`src/rtl/comm_pkg.sv`:
```
// Shared definitions for the maze-runner command transmitter: FSM states and
// UART framing constants.
package comm_pkg;

  typedef enum logic [1:0] {
    IDLE,
    HIGH,
    LOW
  } state_t;

  localparam int DEFAULT_BAUD_CNT = 2604;
  localparam int FRAME_BITS       = 10;

endpackage

```
`src/rtl/comm_master_uart_tx.sv`:
```
// 8N1 byte transmitter: loads {stop, data, start} into a shift register and
// shifts it out LSB first, one bit every BAUD_CNT clocks.
module uart_tx
  import comm_pkg::*;
#(
  parameter int BAUD_CNT = DEFAULT_BAUD_CNT
) (
  input  logic       clk,
  input  logic       rst_n,
  input  logic       trmt,
  input  logic [7:0] tx_data,
  output logic       TX,
  output logic       tx_done
);

  localparam int BW = (BAUD_CNT > 1) ? $clog2(BAUD_CNT) : 1;

  logic [BW-1:0] r_baud;
  logic [3:0]    r_bit;
  logic [9:0]    r_shift;
  logic          r_busy;
  logic          r_done;
  logic          w_baud_tc;

  assign w_baud_tc = r_busy && (r_baud == BW'(BAUD_CNT - 1));

  always_ff @(posedge clk or negedge rst_n) begin
    if (!rst_n) begin
      r_baud  <= '0;
      r_bit   <= '0;
      r_shift <= '1;
      r_busy  <= 1'b0;
      r_done  <= 1'b0;
    end else begin
      r_done <= 1'b0;
      if (!r_busy) begin
        if (trmt) begin
          r_shift <= {1'b1, tx_data, 1'b0};
          r_baud  <= '0;
          r_bit   <= '0;
          r_busy  <= 1'b1;
        end
      end else if (w_baud_tc) begin
        // Ones shift in from the top, so the line idles high once the stop bit is out.
        r_baud  <= '0;
        r_shift <= {1'b1, r_shift[9:1]};
        r_bit   <= r_bit + 4'd1;
        if (r_bit == 4'(FRAME_BITS - 1)) begin
          r_busy <= 1'b0;
          r_done <= 1'b1;
        end
      end else begin
        r_baud <= r_baud + BW'(1);
      end
    end
  end

  assign TX      = r_shift[0];
  assign tx_done = r_done;

endmodule

```
`src/rtl/comm_master.sv`:
```
// Sends a 16-bit command as two UART bytes, high byte first, and flags
// cmd_cmplt once both have left the line.
module comm_master
  import comm_pkg::*;
#(
  parameter int BAUD_CNT = DEFAULT_BAUD_CNT
) (
  input  logic        clk,
  input  logic        rst_n,
  input  logic        snd_cmd,
  input  logic [15:0] cmd,
  output logic        TX,
  output logic        cmd_cmplt
);

  state_t     r_state;
  state_t     w_state_next;
  logic [7:0] r_low_byte;
  logic       r_cmplt;
  logic       w_trmt;
  logic [7:0] w_tx_data;
  logic       w_capture;
  logic       w_set_cmplt;
  logic       w_tx_done;

  always_ff @(posedge clk or negedge rst_n) begin
    if (!rst_n) begin
      r_state <= IDLE;
    end else begin
      r_state <= w_state_next;
    end
  end

  always_comb begin
    w_state_next = r_state;
    w_trmt       = 1'b0;
    w_tx_data    = cmd[15:8];
    w_capture    = 1'b0;
    w_set_cmplt  = 1'b0;
    unique case (r_state)
      IDLE: begin
        if (snd_cmd) begin
          w_trmt       = 1'b1;
          w_capture    = 1'b1;
          w_state_next = HIGH;
        end
      end
      HIGH: begin
        if (w_tx_done) begin
          w_trmt       = 1'b1;
          w_tx_data    = r_low_byte;
          w_state_next = LOW;
        end
      end
      LOW: begin
        if (w_tx_done) begin
          w_set_cmplt  = 1'b1;
          w_state_next = IDLE;
        end
      end
      default: w_state_next = IDLE;
    endcase
  end

  // The low byte is held locally so cmd may change once the word is accepted.
  always_ff @(posedge clk or negedge rst_n) begin
    if (!rst_n) begin
      r_low_byte <= '0;
      r_cmplt    <= 1'b0;
    end else begin
      if (w_capture) begin
        r_low_byte <= cmd[7:0];
        r_cmplt    <= 1'b0;
      end else if (w_set_cmplt) begin
        r_cmplt <= 1'b1;
      end
    end
  end

  uart_tx #(
    .BAUD_CNT(BAUD_CNT)
  ) u_uart_tx (
    .clk    (clk),
    .rst_n  (rst_n),
    .trmt   (w_trmt),
    .tx_data(w_tx_data),
    .TX     (TX),
    .tx_done(w_tx_done)
  );

  assign cmd_cmplt = r_cmplt;

endmodule

```
`config.mk`:
```
export PLATFORM = sky130hd
export DESIGN_NAME = comm_master
export DESIGN_NICKNAME = d
export VERILOG_FILES = /design/src/rtl/comm_pkg.sv /design/src/rtl/comm_master_uart_tx.sv /design/src/rtl/comm_master.sv
export SDC_FILE = /design/constraint.sdc
export NUM_CORES = 1
export LEC_CHECK = 0
export CORE_UTILIZATION = 55
export DETAILED_ROUTE_END_ITERATION = 10
export PLACE_DENSITY_LB_ADDON = 0.1
export SYNTH_ARGS = -nofsm -noshare
export SYNTH_HDL_FRONTEND = slang
export SYNTH_SLANG_ARGS = --single-unit
```
`constraint.sdc`:
```
create_clock -name clk -period 1.9 [get_ports clk]
set_input_delay 0.285 -clock clk [delete_from_list [all_inputs] [get_ports clk]]
set_output_delay 0.285 -clock clk [all_outputs]
set_load 0.005 [all_outputs]
```
==> impl_summary.txt <==
----------------------------------------------------
[Cells and area]
  Final Net Count ... 238
  Antenna diodes ... 0
  Area taken by multi-input logic gates ... a little over 900 um2
  Number of filler cells placed in the layout ... 271
  Synthesis-to-finish area growth ... 21.36%
  Storage cell area ... between 900 and 1000 um2
  Fraction of the core area covered by cells at the end of the flow ... 70.08%
  Share of cells above drive strength 1 ... between 20% and 30%

[GRT]
  Maximum number of pins on one net before global-route repair ... 30
  Met1 track utilization from global routing ... 28.55%
  GR Util All Layers ... 24.01%
  M3 GR Usage ... 7.353%
  Global route overflow ... 0
  Initial antenna violation count ... 0
  Most utilized layer in the global route result ... met2
  Global-route wire length before repair ... 6.548 mm
  Met2 track utilization from global routing ... 40.84%
  Vias in the first global route ... 1,504

[Yosys]
  Arithmetic-cell share of the synthesized area counting full adders, half adders and majority gates ... a little under 2%
  Number of different library cells in the post-synthesis netlist ... 39
  Post-synthesis xor/xnor area fraction ... roughly 1.4%
  Largest cells by area after synthesis ... sky130_fd_sc_hd__dfrtp_1, sky130_fd_sc_hd__dfstp_2, sky130_fd_sc_hd__mux2_2
  Biggest area consumer among synthesized cells ... sky130_fd_sc_hd__dfrtp_1
  Simple-gate share of the synthesized area ... 20.32%
  Share of Yosys cell area claimed by the top area cell type ... 37.66%
  Avg Cell Area, Syn ... 10.65 um2
  Proportion of synthesized area in mux cells ... 13.96%
  Synthesized-area fraction occupied by ao, oa, aoi and oai cells ... 10.13%
  Most used DFF post-synth ... sky130_fd_sc_hd__dfrtp_1
  EDFF count, synth ... 0
  Main combinational cell family by area after synthesis ... simple AND/OR/NAND/NOR gates
  Portion of the post-synthesis area used by sequential elements ... between 40% and 50%
  Cell count after synthesis ... between 150 and 200
  Leading cell types by count after synthesis ... sky130_fd_sc_hd__dfrtp_1, sky130_fd_sc_hd__nand2_1, sky130_fd_sc_hd__mux2_2, sky130_fd_sc_hd__o21ai_0, sky130_fd_sc_hd__nand3_1
  Total number of yosys warnings ... 0
  Dominant cell by count in the synthesized netlist ... sky130_fd_sc_hd__dfrtp_1
  Proportion of synthesized flip-flops having asynchronous set or reset ... 100.0%
  Register bit count reported by yosys ... 38
  Syn Nets ... 203
  Cell area after synthesis ... 1927 um2

[Timing]
  TNS Setup ... 0 ns
  Number of max-slew violations in the final report ... 0
  RSZ-0062 raised after global routing ... no
  Final critical delay including setup and external delays ... 1.808 ns
  Number of failing hold endpoints at the final stage ... 0
  Final setup skew ... 0.01272 ns
  Final worst hold slack ... approximately 0.43 ns
  Normalized max-slew margin ... 63.47%
  Slew @ Worst Pin ... roughly 0.55 ns
  Tcrit/Tclk final ... 95.16%
  Final setup fails ... 0
  Maximum clock frequency ... about 550 MHz

[Power]
  Leakage power of the design ... 0.9735 nW
  Worst vdd rail ir drop ... 0.3382 mV
  PD cells ... just under 700 nW/um2

[Clock network]
  Clock edge transition at the registers on the reported setup and hold paths ... 0.11 ns
  Clk buf depth ... 2
  Clock tree from TritonCTS ... yes
  CTS Root Buffer Type ... sky130_fd_sc_hd__clkbuf_4
  CTS sink count ... 38
  # H-tree levels ... 2
  Worst skew pair latency ... 0.34 ns
  Inserted Clock Buffers ... 5

[Routing]
  Detailed-route via count ... about 1,600
  Router iterations before antenna repair ... 4
  Post-detailed-route DRC marker count ... 0
  Total Routed Length ... 3.769 mm
  Number of nets with antenna violations after routing ... 0
  Initial detailed-routing violation count ... 202
  Routed wire length per instance ... 14.33 um
  Via density per instance ... slightly below 6

[Setup path]
  Worst reg-to-reg path cell count ... 4
  Worst setup path class ... reg2reg
  Launching point of the worst reg2reg path ... u_uart_tx.r_baud[2]
  Kind of start point of the critical path ... flop
  Data required time of the critical path ... 2.16 ns
  Data arrival time at the worst-slack endpoint ... 2.07 ns
  Critical-path cell list ... nand4_2 > or4_1 > or3_1 > mux2i_1
  Crit-path max FO ... 8
  Worst Setup End Kind ... flop
  Crit Reg-Reg Endpoint ... u_uart_tx.r_baud[11]
  FF-to-FF setup slack ... 0.09 ns
  Worst-path cell with the longest stage delay ... sky130_fd_sc_hd__or4_1
  Stage delay of the slowest cell on the critical path ... 0.60 ns

[Placed design]
  Routability-driven placement congestion ratio ... 0.8650
  HPWL after DPL ... 2.802 mm
  Number of buffer cells added on primary ports ... 20

[Outcome]
  Run status ... completed

[Floorplan]
  Die height ... 61.19 um
  Num rows ... 21
  Die Outline Area ... 3744 um2
  Total core area ... 3337 um2
  Die outline width ... around 60 um
  Ports ... 21
  Starting density of the core ... 57.74%

[Job]
  Number of maximum-capacitance violations ... 0

[Hold path]
  Class of the tightest hold or removal check ... in2async

----------------------------------------------------
## layout make-up
type                       count  area share (%)
multi-input combinational    132           39.70
clock buffer                   8           2.087
tap                           46           2.461
timing repair buffer          36           14.13
inverter                       3          0.4815
sequential                    38           41.15
## per-stage QoR
stage	worst slack (ns)	total power, mW	area (um2)	cells
final	0.09201	1.616	2338	263
after global routing	0.009177	1.717	2338	263
after CTS	0.08272	1.628	2325	262
after detailed placement	0.006137	1.234	2263	253
after global placement	0.04735	1.217	2263	253
after floorplan	0.1886	1.091	1927	181
## logic make-up (layout without fill, tap and decap cells)
logic type	after synthesis	after routing
AOI/OAI and AO/OA	32	32
xor gates and xnor gates	3	3
adders and majority gates	3	3
buffers and inverters	11	47
DFF	38	38
muxes	25	25
and+or+nand+nor	69	69
## how the worst max path moves through the flow
stage                        start                   end  slack [ns]  cells past startpoint
2_1_floorplan  u_uart_tx.r_baud[0]  u_uart_tx.r_shift[1]        0.19                      5
3_3_place_gp               snd_cmd  u_uart_tx.r_shift[6]        0.05                      5
3_5_place_dp               snd_cmd  u_uart_tx.r_shift[5]       0.006                      5
4_1_cts        u_uart_tx.r_baud[1]    u_uart_tx.r_bit[3]        0.08                      5
5_1_grt        u_uart_tx.r_baud[0]    u_uart_tx.r_bit[3]       0.009                      5
6_report       u_uart_tx.r_baud[2]  u_uart_tx.r_baud[11]        0.09                      4
## where the power goes
group	total, mW	switching [mW]	internal, mW
Sequential	0.947	0.0751	0.872
Combinational	0.279	0.124	0.156
Clock	0.390	0.242	0.148
Total	1.62	0.441	1.17
## layout by cell type, fill, tap and decap left out, types with 4 or more instances in the layout
| master | netlist | routed |
|---|---|---|
| sky130_fd_sc_hd__a21oi_1 | 5 | 5 |
| sky130_fd_sc_hd__buf_4 | 0 | 14 |
| sky130_fd_sc_hd__clkbuf_4 | 0 | 5 |
| sky130_fd_sc_hd__clkdlybuf4s50_1 | 0 | 19 |
| sky130_fd_sc_hd__dfrtp_1 | 29 | 29 |
| sky130_fd_sc_hd__dfstp_2 | 9 | 9 |
| sky130_fd_sc_hd__mux2_2 | 15 | 15 |
| sky130_fd_sc_hd__mux2i_1 | 10 | 10 |
| sky130_fd_sc_hd__nand2_1 | 23 | 22 |
| sky130_fd_sc_hd__nand2b_1 | 4 | 4 |
| sky130_fd_sc_hd__nand3_1 | 11 | 11 |
| sky130_fd_sc_hd__nor2_1 | 5 | 5 |
| sky130_fd_sc_hd__o21ai_0 | 14 | 14 |
| sky130_fd_sc_hd__or4_1 | 4 | 4 |
## flip-flops by register name, summed over array words and instances (netlist names)
register and flops:
r_state 2, u_uart_tx.r_busy 1, r_low_byte 8, u_uart_tx.r_baud 12, cmd_cmplt 1, u_uart_tx.tx_done 1, u_uart_tx.r_shift 9, u_uart_tx.r_bit 4
## repair_timing
action / in CTS / in global routing
setup endpoints to repair: 1 / 12
pin swaps: 0 / 1
endpoints found under the hold margin: 10 / 0
hold buffers: 1 / 0
gates cloned: 0 / 0
setup buffers: 0 / 1
resized for setup: 1 / 1
## layer usage
metal  wire (um)  part of all wire [%]
met4          72                   1.9
met3         188                   5.0
met1        1663                    44
met2        1844                    49
met5           0                     0
## worst max-delay path: cells and delay by family (launching register included)
| family | cells | cell delay, ns |
|---|---|---|
| and+or+nand+nor | 3 | 1.10 |
| muxes | 1 | 0.13 |
| DFF | 1 | 0.50 |
Power figures use the tool's default switching activity.
